==> src/rtl/pipelined_control_unit.sv <==
`default_nettype none
// ============================================================================
// Module   : pipelined_control_unit
// Brief    : Registered RV32I(+M) decode stage with multi-cycle MUL/DIV hold.
// Revision : 1.0 - initial release
// ============================================================================
module pipelined_control_unit #(
    parameter int M_EXT    = 1,
    parameter int MUL_LAT  = 2,
    parameter int DIV_LAT  = 32,
    parameter int ALU_OP_W = 4
) (
    input  logic                CLK,
    input  logic                RESET,
    input  logic                in_valid,
    output logic                in_ready,
    input  logic [6:0]          opcode,
    input  logic [2:0]          fun_3,
    input  logic [6:0]          fun_7,
    input  logic                stall_in,
    input  logic                flush,
    output logic                out_valid,
    output logic                d_mem_r,
    output logic                d_mem_w,
    output logic                jump,
    output logic                branch,
    output logic                wrten_reg,
    output logic                mux_complmnt,
    output logic                mux_d_mem,
    output logic                mux_inp_1,
    output logic                mux_inp_2,
    output logic [1:0]          mux_result,
    output logic [2:0]          mux_wire_module,
    output logic [ALU_OP_W-1:0] alu_op,
    output logic                illegal,
    output logic                busy
);

    localparam logic [6:0] c_OP_LUI    = 7'b0110111;
    localparam logic [6:0] c_OP_AUIPC  = 7'b0010111;
    localparam logic [6:0] c_OP_JAL    = 7'b1101111;
    localparam logic [6:0] c_OP_JALR   = 7'b1100111;
    localparam logic [6:0] c_OP_BRANCH = 7'b1100011;
    localparam logic [6:0] c_OP_LOAD   = 7'b0000011;
    localparam logic [6:0] c_OP_STORE  = 7'b0100011;
    localparam logic [6:0] c_OP_IMM    = 7'b0010011;
    localparam logic [6:0] c_OP_OP     = 7'b0110011;
    localparam logic [6:0] c_F7_MULDIV = 7'b0000001;

    localparam int c_MAX_LAT = (DIV_LAT > MUL_LAT) ? DIV_LAT : MUL_LAT;
    localparam int c_CNT_W   = (c_MAX_LAT > 1) ? $clog2(c_MAX_LAT) : 1;
    localparam logic [c_CNT_W-1:0] c_MUL_LOAD = c_CNT_W'(MUL_LAT - 1);
    localparam logic [c_CNT_W-1:0] c_DIV_LOAD = c_CNT_W'(DIV_LAT - 1);

    typedef enum logic [0:0] {IDLE = 1'b0, MULDIV = 1'b1} state_t;

    typedef struct packed {
        logic                out_valid;
        logic                d_mem_r;
        logic                d_mem_w;
        logic                jump;
        logic                branch;
        logic                wrten_reg;
        logic                mux_complmnt;
        logic                mux_d_mem;
        logic                mux_inp_1;
        logic                mux_inp_2;
        logic [1:0]          mux_result;
        logic [2:0]          mux_wire_module;
        logic [ALU_OP_W-1:0] alu_op;
        logic                illegal;
    } ctrl_t;

    state_t              r_state;
    logic [c_CNT_W-1:0]  r_cnt;
    logic                r_busy;
    logic [2:0]          r_pend_f3;
    ctrl_t               r_ctrl;
    ctrl_t               w_dec;
    ctrl_t               w_mdone;
    logic                w_accept;
    logic                w_is_m;
    logic                w_multi;
    logic [c_CNT_W-1:0]  w_lat_m1;

    assign in_ready = (r_state == IDLE) & ~stall_in & ~flush;
    assign w_accept = in_valid & in_ready;
    assign w_is_m   = (opcode == c_OP_OP) && (fun_7 == c_F7_MULDIV);
    assign w_lat_m1 = fun_3[2] ? c_DIV_LOAD : c_MUL_LOAD;
    // A latency of one needs no wait state and takes the single-cycle path.
    assign w_multi  = w_is_m && (M_EXT != 0) && (w_lat_m1 != '0);

    always_comb begin
        w_dec           = '0;
        w_dec.out_valid = 1'b1;
        case (opcode)
            c_OP_LUI: begin
                w_dec.wrten_reg = 1'b1; w_dec.mux_d_mem = 1'b1;
                w_dec.mux_result = 2'd1; w_dec.mux_wire_module = 3'd3;
            end
            c_OP_AUIPC: begin
                w_dec.wrten_reg = 1'b1; w_dec.mux_d_mem = 1'b1; w_dec.mux_result = 2'd2;
                w_dec.mux_inp_1 = 1'b1; w_dec.mux_inp_2 = 1'b1; w_dec.mux_wire_module = 3'd3;
            end
            c_OP_JAL: begin
                w_dec.jump = 1'b1; w_dec.wrten_reg = 1'b1; w_dec.mux_d_mem = 1'b1;
                w_dec.mux_result = 2'd3; w_dec.mux_inp_1 = 1'b1; w_dec.mux_inp_2 = 1'b1;
                w_dec.mux_wire_module = 3'd1;
            end
            c_OP_JALR: begin
                w_dec.jump = 1'b1; w_dec.wrten_reg = 1'b1; w_dec.mux_d_mem = 1'b1;
                w_dec.mux_result = 2'd3; w_dec.mux_inp_2 = 1'b1; w_dec.mux_wire_module = 3'd4;
            end
            c_OP_BRANCH: begin
                w_dec.branch = 1'b1; w_dec.mux_complmnt = 1'b1;
            end
            c_OP_LOAD: begin
                w_dec.d_mem_r = 1'b1; w_dec.wrten_reg = 1'b1; w_dec.mux_result = 2'd2;
                w_dec.mux_inp_2 = 1'b1; w_dec.mux_wire_module = 3'd4;
            end
            c_OP_STORE: begin
                w_dec.d_mem_w = 1'b1; w_dec.mux_result = 2'd2;
                w_dec.mux_inp_2 = 1'b1; w_dec.mux_wire_module = 3'd2;
            end
            c_OP_IMM: begin
                w_dec.wrten_reg = 1'b1; w_dec.mux_d_mem = 1'b1; w_dec.mux_result = 2'd2;
                w_dec.mux_inp_2 = 1'b1; w_dec.mux_wire_module = 3'd4;
                w_dec.alu_op = ALU_OP_W'({1'b0, fun_3});
            end
            c_OP_OP: begin
                if (fun_7 != c_F7_MULDIV) begin
                    w_dec.wrten_reg = 1'b1; w_dec.mux_d_mem = 1'b1; w_dec.mux_result = 2'd2;
                    w_dec.alu_op = ALU_OP_W'({1'b0, fun_3});
                    w_dec.mux_complmnt = fun_7[5];
                end else if (M_EXT != 0) begin
                    w_dec.wrten_reg = 1'b1; w_dec.mux_d_mem = 1'b1; w_dec.mux_result = 2'd2;
                    w_dec.alu_op = ALU_OP_W'({1'b1, fun_3});
                end else begin
                    w_dec.illegal = 1'b1;
                end
            end
            default: w_dec.illegal = 1'b1;
        endcase
    end

    // Completion bundle is rebuilt from the captured fun_3 so that input
    // changes while the op is in flight cannot leak into the result.
    always_comb begin
        w_mdone            = '0;
        w_mdone.out_valid  = 1'b1;
        w_mdone.wrten_reg  = 1'b1;
        w_mdone.mux_d_mem  = 1'b1;
        w_mdone.mux_result = 2'd2;
        w_mdone.alu_op     = ALU_OP_W'({1'b1, r_pend_f3});
    end

    always_ff @(posedge CLK or posedge RESET) begin
        if (RESET) begin
            r_state   <= IDLE;
            r_cnt     <= '0;
            r_busy    <= 1'b0;
            r_pend_f3 <= '0;
            r_ctrl    <= '0;
        end else if (flush) begin
            r_state <= IDLE;
            r_cnt   <= '0;
            r_busy  <= 1'b0;
            r_ctrl  <= '0;
        end else if (!stall_in) begin
            case (r_state)
                IDLE: begin
                    if (w_accept && w_multi) begin
                        r_state   <= MULDIV;
                        r_busy    <= 1'b1;
                        r_cnt     <= w_lat_m1;
                        r_pend_f3 <= fun_3;
                        r_ctrl    <= '0;
                    end else if (w_accept) begin
                        r_ctrl <= w_dec;
                    end else begin
                        r_ctrl <= '0;
                    end
                end
                MULDIV: begin
                    if (r_cnt == '0) begin
                        r_state <= IDLE;
                        r_busy  <= 1'b0;
                        r_ctrl  <= w_mdone;
                    end else begin
                        r_cnt  <= r_cnt - 1'b1;
                        r_ctrl <= '0;
                    end
                end
                default: begin
                    r_state <= IDLE;
                    r_busy  <= 1'b0;
                    r_ctrl  <= '0;
                end
            endcase
        end
    end

    assign out_valid       = r_ctrl.out_valid;
    assign d_mem_r         = r_ctrl.d_mem_r;
    assign d_mem_w         = r_ctrl.d_mem_w;
    assign jump            = r_ctrl.jump;
    assign branch          = r_ctrl.branch;
    assign wrten_reg       = r_ctrl.wrten_reg;
    assign mux_complmnt    = r_ctrl.mux_complmnt;
    assign mux_d_mem       = r_ctrl.mux_d_mem;
    assign mux_inp_1       = r_ctrl.mux_inp_1;
    assign mux_inp_2       = r_ctrl.mux_inp_2;
    assign mux_result      = r_ctrl.mux_result;
    assign mux_wire_module = r_ctrl.mux_wire_module;
    assign alu_op          = r_ctrl.alu_op;
    assign illegal         = r_ctrl.illegal;
    assign busy            = r_busy;

endmodule
`default_nettype wire

==> config.mk <==
export PLATFORM = sky130hd
export DESIGN_NAME = pipelined_control_unit
export DESIGN_NICKNAME = d
export VERILOG_FILES = /design/src/rtl/pipelined_control_unit.sv
export SDC_FILE = /design/constraint.sdc
export NUM_CORES = 1
export LEC_CHECK = 0
export CELL_PAD_IN_SITES_DETAIL_PLACEMENT = 0
export CELL_PAD_IN_SITES_GLOBAL_PLACEMENT = 1
export CORE_MARGIN = 4
export CORE_UTILIZATION = 36
export DETAILED_ROUTE_END_ITERATION = 7
export GPL_TIMING_DRIVEN = 0
export MAX_ROUTING_LAYER = met4
export PLACE_DENSITY = 0.81
export SLEW_MARGIN = 0
export SYNTH_ARGS = -nofsm -noshare
export SYNTH_HDL_FRONTEND = slang
export SYNTH_SLANG_ARGS = --single-unit
==> constraint.sdc <==
create_clock -name CLK -period 2.4 [get_ports CLK]
set_clock_uncertainty 0.2 [all_clocks]
set_input_delay 0.48 -clock CLK [delete_from_list [all_inputs] [get_ports CLK]]
set_output_delay 0.48 -clock CLK [all_outputs]
set_load 0.01 [all_outputs]
==> out/qor.csv <==
metric,value,unit
mux contribution to synthesized area,3.64,%
Synthesized Nets,189,
Reg area,751,um2
fin crit period,2.30,ns
Initial Util,37.6,%
combinational share of power,14.3,%
Simple-Gate Fraction of Synth Area,24.0,%
Sw Ratio,25.9,%
Sequential Power Share,47.2,%
pre-CTS setup slack,-0.245,ns
Worst-Margin Slew,1.12,ns
Die W,75.7,um
largest register by flop count,r_cnt,
fin util,50.7,%
layout cells sized above 1,12.2,%
largest family of logic cells by synthesized area,simple AND/OR/NAND/NOR gates,
Worst setup EP type,output pin,
largest delay contributor family on the critical path,buffers and inverters,
Final #Nets,236,
maximum vdd drop,295,uV
final hold vios,0,
f_max,0.434,GHz
Fin Setup TNS,0,ns
H-tree depth,2,
Yosys cell types,53,
# diodes,0,
synthesized area,0.00165,mm2
total track usage,15.8,%
Final WS setup,0.0954,ns
DR iter-0 viols,48,
dpl hpwl,2.96,mm
clk root buf,clkbuf_8,
CTS Hold Bufs,0,
xor/xnor share of the synthesized area,0.531,%
setup violators final,0,
internal power,0.826,mW
worst path required time,1.72,ns
GR peak layer,met2,
"flops & latches, synth",30,
Syn Inst Count,165,
Chip Height,75.7,um
final worst-path cycle share,96.0,%
met1 usage,21.0,%
Crit Path Category,flop to output pin,
number of enable flip-flop cells after synthesis,0,
min-delay worst type,flop to flop,
footprint of the multi-input gates,836,um2
RSZ-0062 raised after global routing,no,
met3 Resource Use GR,4.35,%
initial antenna violation count,0,
vias in the first global route,1372,
P_sw,0.289,mW
post-route antenna net violation count,0,
CP max FO,15,
top-count cell post-synth,dfrtp_1,
mean post-synth cell area,10.0,um2
P&R area growth vs syn,34.6,%
P_leak,0.920,nW
Total Wirelength,3.97,mm
Crit path buffers/inverters,1,
Synth warnings,0,
Synth area leaders,"dfrtp_1 (45%), nand2_1 (5.5%), mux2_2 (2.7%)",
Placeable Area,0.00438,mm2
compound-cell area share of the yosys netlist,20.6,%
Pre-antenna DRT Iters,4,
Die ar.,0.00573,mm2
leading area contributor after synthesis,dfrtp_1,
adder-cell area share of the yosys netlist,1.52,%
row count,24,
register area share after synthesis,45.5,%
CTS tree,built,
cell breakdown of the critical path,nor3_1 -> clkdlybuf4s50_1,
CTS clock-pin slew for the worst setup and hold paths,0.07,ns
number of flip-flops in the largest register,5,
FILL cells,415,
Commonest cells post-synth,"dfrtp_1 (30), nand2_1 (24), nor2_1 (11)",
Slew Limit Fails,0,
first-pass GRT wire length,6.53,mm
Worst EP arrival,1.62,ns
via count,1418,
P per Cell Area,502,mW/mm2
routing usage on met2,23.3,%
GP Congestion,0.751,
grt total ovfl,0,
top-area cell type share of the netlist area,45.5,%
later-pin clock latency in the skew report,0.28,ns
ys async rst share,100,%
DR vias/cell,5.35,
crit path max-delay cell type,clkdlybuf4s50_1,
Startpoint Class,flop,
IO buf count,41,
crit-path max cell delay,0.56,ns
CTS Buffer Depth,2,
largest net degree at the start of global routing,31,
Most used DFF post-synth,dfrtp_1,
Rel. slew slack,25.5,%
io pins,44,
Post-CTS Setup Bufs,0,
DR WL/cell,15.0,um
CTS sink cnt,30,
Max Cap Viol,0,
status,completed,
Clk pwr share,38.4,%
Inserted Clock Buffers,5,
DRC viols,0,
## layout make-up
class / instances / area share, %
buffer: 6 / 1.41
clock buffer: 6 / 3.72
clock inverter: 2 / 0.563
inverter: 9 / 1.52
multi-input combinational: 119 / 37.6
sequential: 30 / 33.8
tap: 52 / 2.93
timing repair buffer: 41 / 18.4
## worst paths after layout
check	from	end	slack, ns	cells after the start
worst max-delay path	r_state$_DFFE_PP0P_	in_ready	0.1	2
worst min-delay path	out_valid$_DFFE_PP0P_	out_valid$_DFFE_PP0P_	0.27	2
worst max register to register	r_cnt[0]$_DFFE_PP0P_	r_cnt[1]$_DFFE_PP0P_	0.20	7
worst min register to register	out_valid$_DFFE_PP0P_	out_valid$_DFFE_PP0P_	0.27	2
max in group asynchronous	RESET	branch$_DFFE_PP0P_	0.74	2
min in group asynchronous	RESET	mux_result[1]$_DFFE_PP0P_	0.58	2
## through the flow
step | instance area (um2) | total power, mW | instances | hold slack [ns]
after global routing | 2220 | 1.17 | 265 | 0.304
after global placement | 2130 | 0.698 | 258 | 0.260
final | 2220 | 1.12 | 265 | 0.275
after CTS | 2220 | 1.13 | 265 | 0.282
after floorplan | 1650 | 0.628 | 165 | 0.281
after detailed placement | 2130 | 0.698 | 258 | 0.269
## power groups by stage
stage               clock network, mW  registers (mW)  logic, mW
finish                          0.428           0.527      0.160
CTS                             0.438           0.527      0.162
global placement                    0           0.536      0.162
floorplan                           0           0.536     0.0920
global route                    0.460           0.529      0.178
detailed placement                  0           0.537      0.162
## per-layer routing
metal  up-vias  share of wire, %  wire [um]
met3         6               4.5        178
met5         -                 0          0
met4         0               1.2         46
met1       673                48       1890
li1        708                 -          -
met2        31                47       1850
## cells by family after synthesis
group                    after synthesis
buffers and inverters                 16
multiplexers                           5
XOR/XNOR                               1
adder cells (fa/ha/maj)                2
AO/OA/AOI/OAI                         46
AND/OR/NAND/NOR                       65
flip-flops                            30
## worst register-to-register path, delay by kind of cell, from the launching register on
kind                     cells  cell delay (ns)
adder cells (fa/ha/maj)      1             0.15
AO/OA/AOI/OAI                2             0.31
flip-flops                   1             0.41
buffers and inverters        2             0.28
multiplexers                 1             0.29
AND/OR/NAND/NOR              1             0.45
## repair_timing
item | 4_1_cts | 5_1_grt
endpoints found under the setup margin | 1 | 3
cloned | 0 | 0
gates resized for setup | 1 | 1
## placed cells by master, fill, tap and decap left out, types with 2 or more instances in the layout
cell type        synthesis  routed
clkdlybuf4s50_1          0      40
dfrtp_1                 30      30
nand2_1                 24      24
nor2_1                  11      11
inv_1                    9       9
o21ai_0                  7       7
a21oi_1                  7       7
clkbuf_8                 0       6
clkbuf_1                 5       4
nor3_1                   4       4
o21ai_1                  4       4
o22ai_1                  4       4
mux2_2                   4       4
nor2b_1                  3       3
nor4_1                   3       3
o221ai_1                 3       3
nor4b_2                  2       2
nand2b_1                 2       2
nor2_4                   1       2
a32o_1                   2       2
a221oi_1                 2       2
o22a_1                   2       2
nor3b_1                  2       2
a22o_1                   2       2
ha_1                     2       2
Power figures use the tool's default switching activity.
